[config.mk]
export PLATFORM = sky130hd
export DESIGN_NAME = alu_trojan_monitor
export DESIGN_NICKNAME = d
export VERILOG_FILES = /design/src/rtl/alu_trojan_monitor.sv
export SDC_FILE = /design/constraint.sdc
export NUM_CORES = 1
export LEC_CHECK = 0
export ABC_AREA = 0
export CORE_MARGIN = 4
export CORE_UTILIZATION = 45
export CTS_BUF_LIST = sky130_fd_sc_hd__clkbuf_4 sky130_fd_sc_hd__clkbuf_8
export DETAILED_ROUTE_END_ITERATION = 10
export PLACE_DENSITY = 0.8
export SLEW_MARGIN = 0
export SYNTH_ARGS = -nofsm -noshare
export SYNTH_HDL_FRONTEND = slang
export SYNTH_SLANG_ARGS = --single-unit
[constraint.sdc]
create_clock -name clk -period 1.8 [get_ports clk]
set_input_delay 0.27 -clock clk [delete_from_list [all_inputs] [get_ports clk]]
set_output_delay 0.27 -clock clk [all_outputs]
set_load 0.05 [all_outputs]
[src/rtl/alu_trojan_monitor.sv]
// Runtime Trojan monitor for a 4-bit ALU: a golden model runs beside the ALU under test,
// results are compared after DUT_LATENCY cycles, and repeated mismatches raise a sticky alarm.
module alu_trojan_monitor #(
    parameter int DUT_LATENCY  = 1,
    parameter int ALARM_THRESH = 3,
    parameter int CNT_W        = 8
) (
    input  logic             clk,
    input  logic             rst_n,
    input  logic             in_valid,
    input  logic [3:0]       A,
    input  logic [3:0]       B,
    input  logic [1:0]       op,
    input  logic [3:0]       dut_result,
    input  logic             dut_carry,
    input  logic             dut_zero,
    input  logic             dut_overflow,
    input  logic             clear,
    output logic             mismatch,
    output logic             alarm,
    output logic [1:0]       state,
    output logic [CNT_W-1:0] mismatch_cnt,
    output logic [1:0]       fail_op,
    output logic [3:0]       fail_A,
    output logic [3:0]       fail_B
);

    typedef enum logic [1:0] {
        CHECK   = 2'b00,
        SUSPECT = 2'b01,
        ALARM   = 2'b10
    } state_t;

    typedef struct packed {
        logic       vld;
        logic [1:0] op;
        logic [3:0] a;
        logic [3:0] b;
        logic [3:0] res;
        logic       c;
        logic       z;
        logic       v;
    } pipe_t;

    localparam logic [3:0] THRESH = 4'(ALARM_THRESH);

    state_t     state_q, state_nxt;
    pipe_t      pipe [DUT_LATENCY];
    pipe_t      tail;
    logic [4:0] sum;
    logic       gold_c, gold_v;
    logic       do_cmp, fail, pass;
    logic [3:0] cons_q, cons_nxt;
    logic       captured_q;

    // Golden ALU evaluated on the stimulus as it is presented
    always_comb begin
        sum    = 5'd0;
        gold_c = 1'b0;
        gold_v = 1'b0;
        case (op)
            2'b00: begin
                sum    = {1'b0, A} + {1'b0, B};
                gold_c = sum[4];
                gold_v = (A[3] == B[3]) && (sum[3] != A[3]);
            end
            2'b01: begin
                sum    = {1'b0, A} + {1'b0, ~B} + 5'd1;
                gold_c = sum[4];
                gold_v = (A[3] != B[3]) && (sum[3] != A[3]);
            end
            2'b10:   sum = {1'b0, A & B};
            default: sum = {1'b0, A | B};
        endcase
    end

    // Valid-tagged delay line; in-flight entries are dropped on reset but survive clear
    always_ff @(posedge clk) begin
        if (!rst_n) begin
            for (int i = 0; i < DUT_LATENCY; i++) pipe[i] <= '0;
        end else begin
            pipe[0] <= '{vld: in_valid, op: op, a: A, b: B, res: sum[3:0],
                         c: gold_c, z: (sum[3:0] == 4'h0), v: gold_v};
            for (int i = 1; i < DUT_LATENCY; i++) pipe[i] <= pipe[i-1];
        end
    end

    assign tail   = pipe[DUT_LATENCY-1];
    assign do_cmp = tail.vld && !clear;
    assign fail   = do_cmp && ({dut_result, dut_carry, dut_zero, dut_overflow}
                               != {tail.res, tail.c, tail.z, tail.v});
    assign pass   = do_cmp && !fail;

    always_comb begin
        cons_nxt = cons_q;
        if (fail)      cons_nxt = (cons_q == 4'hF) ? 4'hF : cons_q + 4'd1;
        else if (pass) cons_nxt = 4'd0;
    end

    always_comb begin
        state_nxt = state_q;
        case (state_q)
            CHECK, SUSPECT: begin
                if (fail)      state_nxt = (cons_nxt >= THRESH) ? ALARM : SUSPECT;
                else if (pass) state_nxt = CHECK;
            end
            ALARM:   state_nxt = ALARM;
            default: state_nxt = CHECK;
        endcase
        if (clear) state_nxt = CHECK;
    end

    always_ff @(posedge clk) begin
        if (!rst_n) state_q <= CHECK;
        else        state_q <= state_nxt;
    end

    always_ff @(posedge clk) begin
        if (!rst_n || clear) begin
            mismatch     <= 1'b0;
            mismatch_cnt <= '0;
            cons_q       <= 4'd0;
            captured_q   <= 1'b0;
            fail_op      <= 2'b00;
            fail_A       <= 4'h0;
            fail_B       <= 4'h0;
        end else begin
            mismatch <= fail;
            cons_q   <= cons_nxt;
            if (fail && (mismatch_cnt != {CNT_W{1'b1}})) mismatch_cnt <= mismatch_cnt + 1'b1;
            // Only the first failing stimulus is kept for post-mortem
            if (fail && !captured_q) begin
                captured_q <= 1'b1;
                fail_op    <= tail.op;
                fail_A     <= tail.a;
                fail_B     <= tail.b;
            end
        end
    end

    assign state = state_q;
    assign alarm = (state_q == ALARM);

endmodule

Yosys cells after proc, flatten, opt, wreduce, memory -nomap -nowiden
Memory sizes are Yosys's and may differ from the RTL's.
Cells that the tools add are included.
- memory bits (writable): 18
- flip-flop bits (word level): 26
- output and inout bits: 22
- memories kept: 1
- mux-type cells: 14
- bitwise logic cells: 4
- magnitude comparators: 1
- add/sub/neg operators: 5
- eq/ne operators: 12
- reductions and logical operators: 18
- memories (name ; depth ; width ; read ports ; clocked after Yosys merged registers in ; wr ports ; line ; RTL):
    pipe ; 1 ; 18 ; 1 ; 0 ; 1 ; 48 ; pipe_t pipe [DUT_LATENCY];
- operators with widths (operator ; number):
    $mux 18 ; 1
    $reduce_or 18->1 ; 1
    $mux 4 ; 3
    $pmux 4 s3 ; 1
    $add 4x4->5 ; 2
    $add 8x1->8 const B ; 1
    $ne 8x8->1 const B ; 1
    $logic_and 1x1->1 ; 7
    $ne 7x7->1 ; 1
    $mux 2 ; 3
    $add 5x1->5 const B ; 1
    $add 4x1->4 const B ; 1
    $and 4x4->4 ; 1
    $eq 2x1->1 const B ; 2
    $eq 2x2->1 const B ; 2
    $eq 4x4->1 const B ; 1
    $ge 4x2->1 const B ; 1
    $logic_not 1->1 ; 4
    $logic_not 2->1 ; 2
    $logic_not 4->1 ; 1
    $not 4->4 ; 1
    $or 4x4->4 ; 1
    $pmux 1 s2 ; 2
    $pmux 2 s2 ; 1
    other kinds (7) ; 12

Longest topological paths before layout
- word-level depth: 11
- gate-level depth with buffers: 9
- depth with buffers taken out: 9

Worst setup path after synthesis
No wires, ideal clock.
- kind: register to register
- start: reg mismatch_cnt[0]
- end: reg mismatch_cnt[0]
- arrival: 1.767 ns
- required time: 1.668 ns
- buffers on the path: 0
- path slack: -0.099 ns
- cell stages (with the launch flop): 6
- setup time: 0.132 ns
- path through: dfxtp_1 ha_1 nand3_1 nor3_1 or3_2 a21oi_1
- word-level cells in the longest chain between the ends: 2
- RTL lines (what ; line ; RTL):
    start, declared ; 22 ; output logic [CNT_W-1:0] mismatch_cnt,
    start signal, assigned ; 130 ; if (fail && (mismatch_cnt != {CNT_W{1'b1}})) mismatch_cnt <= mismatch_cnt + 1'b1;
    parallel branches: the longest is 2 deep, another holds $add 8x1->8 ; -- ;
Several ways; the timed one is not identified.
A chain may end at the register's enable or synchronous reset.

Final worst setup path
- start: in A[3]
- end: mem pipe[0][1] (netlist bit)
- word-level cells in the longest chain between the ends: 5
- RTL lines (what ; line ; RTL):
    start, declared ; 11 ; input logic [3:0] A,
    $add 4x4->5 ; 68 ; sum = {1'b0, A} + {1'b0, ~B} + 5'd1;
    $add 5x1->5 ; 68 ;
    $pmux 4 s3 * ; 61 ; case (op)
    $logic_not 4->1 * ; 83 ; c: gold_c, z: (sum[3:0] == 4'h0), v: gold_v};
    $mux 18 (no source line) * ; -- ;
    end, declared ; 48 ;
Mark *: on every way between the ends. The rest lies on a longest branch, timed or not.

==> out/metrics.yaml <==
status: "complete, no violations"
place_inst: 378
grtUsageTotal: 0.188
vias: 2075
dpl_cell_area_sq_um: 2930
ys_seq_area_frac: 0.404
grt_start_max_net_pins: 21
die_x_um: 77.6
endpoint_kind: "register"
cpPeakStageDelay_ns: 0.47
path_cells: "clkdlybuf4s50_1 > inv_1 > ha_4 > inv_1 > a311oi_1 > mux2_4 > a221oi_4 > nor4b_4"
drc: 0
synth_warnings: 0
synth-edff-count: 0
drv_cap: 0
r2r_end: "mismatch_cnt[3]$_SDFFE_PP0P_"
async_reset_ff_frac: 0
cts_setup_buffers: 0
clock_latency_ns: 0.30
nFillCells: 371
r2r_start: "mismatch_cnt[0]$_SDFFE_PP0P_"
numCtsBuffers: 5
place_ws_ns: -0.621
io_pins: 43
ir_drop_uv: 336
multi_input_area_sq_um: 1310
dpl.hpwl_mm: 4.18
dr.pass1.iters: 4
antenna_left: 0
final_util: 0.667
drive_gt1_frac: 0.268
crit_fanout: 3
synth_seq_cells: 44
vias_per_cell: 5.38
finalCritPeriodShare: 0.987
hold_start: "A[2]"
grt_antenna_before_repair: 0
critPathKind: "in -> reg"
area_delta_synth_final_pct: 43.6
clk_pin_slew_ns: 0.08
worst_hold_slack_ns: 0.266
slowest_stage: "clkdlybuf4s50_1"
period_needed_ns: 1.78
drv_slew: 0
leakagePower_nw: 1.29
ctsHtreeMaxLevel: 2
fin_area_sq_um: 3130
finalNonFillerCells: 386
power_density_nw_per_um2: 660
die_h_um: 77.6
dieArea_sq_um: 6020
syn_nets: 290
grt_pass1_wl_mm: 9.11
rr_worst_depth: 7
antenna_cells: 0
syn_area_per_cell_sq_um: 8.61
slew_headroom: 0.640
ff2ff_setup_slack_ns: 0.14
grt_pass1_vias: 2028
rows: 25
drt-initial-drc-count: 127
hold_path.class: "in -> reg"
root_buffer: "clkbuf_8"
io_buffers: 42
start_util: 0.465
clock-sinks: 44
overflow: 0
synthCells: 253
worst_setup_path_start_kind: "input pin"
core_area_sq_um: 4690
critPathRequiredTime_ns: 2.01
cts_tree: "done"
cts_buffer_depth: 2
hold_path_end: "pipe[0][13]$_SDFF_PN0_"
gp_congestion: 0.882
final-seq-area_sq_um: 883
finalSetupViolations: 0
nets: 368
finalWorstSetupSlack_ns: 0.0239
worst_pin_slew_ns: 0.538
finalClockSkew_ns: 0.00623
synth_ff_type: "dfxtp_1"
crit_top_cell: "inv_1"
yosysUniqueCellTypes: 47
wl_per_cell_um: 14.5
max_freq_mhz: 563
holdPathStages: 3
wl_mm: 5.60
synth_area_sq_um: 2180
crit_arrival_ns: 1.99
hold_viol: 0
per-stage QoR:
| stage | power [mW] | TNS, ns |
|---|---|---|
| floorplan | 1.23 | 0 |
| global placement | 1.39 | -2.72 |
| detailed placement | 1.40 | -3.44 |
| CTS | 2.06 | 0 |
| global route | 2.16 | -0.00863 |
| finish | 2.07 | 0 |
cell usage after synthesis, types with 3 or more instances:
| master | count | share of area |
|---|---|---|
| and2_1 | 5 | 0.014 |
| nor3_1 | 4 | 0.0092 |
| dfxtp_1 | 44 | 0.40 |
| xnor2_1 | 8 | 0.032 |
| a31o_2 | 3 | 0.012 |
| a311oi_1 | 3 | 0.012 |
| inv_1 | 16 | 0.028 |
| o31ai_1 | 3 | 0.010 |
| nand2_1 | 20 | 0.034 |
| nand3_1 | 17 | 0.039 |
| a21oi_1 | 16 | 0.037 |
| o21ai_0 | 18 | 0.041 |
| nand2b_1 | 3 | 0.0086 |
| a31oi_1 | 3 | 0.0086 |
| nor2_1 | 31 | 0.053 |
| clkbuf_1 | 6 | 0.010 |
| a211oi_1 | 4 | 0.014 |
| ha_1 | 14 | 0.080 |
cell type report:
cell class,count,area share
clock buffers,6,0.0264
clock inverters,2,0.00480
inverters,16,0.0192
multi-input cells,183,0.420
flip-flops and latches,44,0.282
well taps,54,0.0216
repair buffers,81,0.226
critical path: cells and delay by family:
kind                       cells  cell delay, ns
buffers and inverters          3            0.65
and+or+nand+nor                1            0.24
muxes                          1            0.30
AOI/OAI and AO/OA              2            0.28
adders and majority gates      1            0.25
state kept, by name, indices dropped and copies added (netlist names):
| name | flops |
|---|---|
| captured_q | 1 |
| cons_q | 4 |
| fail_A | 4 |
| fail_B | 4 |
| fail_op | 2 |
| mismatch | 1 |
| mismatch_cnt | 8 |
| pipe | 18 |
| state | 2 |
power breakdown:
part	internal, mW	switching (mW)
clock	0.311	0.338
combinational	0.201	0.202
sequential	1.00	0.0131
total	1.51	0.552
worst max-delay path by stage:
stage               from  slack, ns                     to  cells past startpoint
finish              A[3]       0.02  pipe[0][1]$_SDFF_PN0_                      8
global route        A[3]     -0.009  pipe[0][1]$_SDFF_PN0_                      8
CTS                 A[0]       0.02  pipe[0][1]$_SDFF_PN0_                      7
detailed placement  A[1]      -0.62  pipe[0][1]$_SDFF_PN0_                      8
global placement    A[1]      -0.52  pipe[0][1]$_SDFF_PN0_                      8
floorplan           B[2]       0.04  pipe[0][1]$_SDFF_PN0_                      7
per-layer routing:
| layer | GRT usage | part of all wire |
|---|---|---|
| met5 | 0 | 0 |
| met2 | 0.341 | 0.53 |
| met3 | 0.0429 | 0.049 |
| met1 | 0.208 | 0.40 |
| met4 | 0.0819 | 0.019 |
repair_timing:
item                                    CTS  global route
resized for setup                        16            23
endpoints found under the setup margin    5             7
pin swaps                                 3             2
hold buffers                              0             0
cells by family after synthesis:
group | after synthesis | share of synthesized area
flip-flops | 44 | 0.404
AND/OR/NAND/NOR | 94 | 0.212
buffers and inverters | 26 | 0.0511
multiplexers | 4 | 0.0253
XOR/XNOR | 8 | 0.0321
AO/OA/AOI/OAI | 61 | 0.177
adder cells (fa/ha/maj) | 16 | 0.0987
layout by cell type, fill, tap and decap left out, types with 6 or more instances in the layout:
| master | synthesis | final |
|---|---|---|
| buf_4 | 1 | 44 |
| xnor2_1 | 8 | 8 |
| nor2_1 | 31 | 31 |
| clkdlybuf4s50_1 | 0 | 27 |
| ha_1 | 14 | 9 |
| inv_1 | 16 | 11 |
| nand2_1 | 20 | 20 |
| o21ai_0 | 18 | 18 |
| clkbuf_8 | 0 | 6 |
| nand3_1 | 17 | 17 |
| dfxtp_1 | 44 | 42 |
| a21oi_1 | 16 | 16 |
Power figures use the tool's default switching activity.
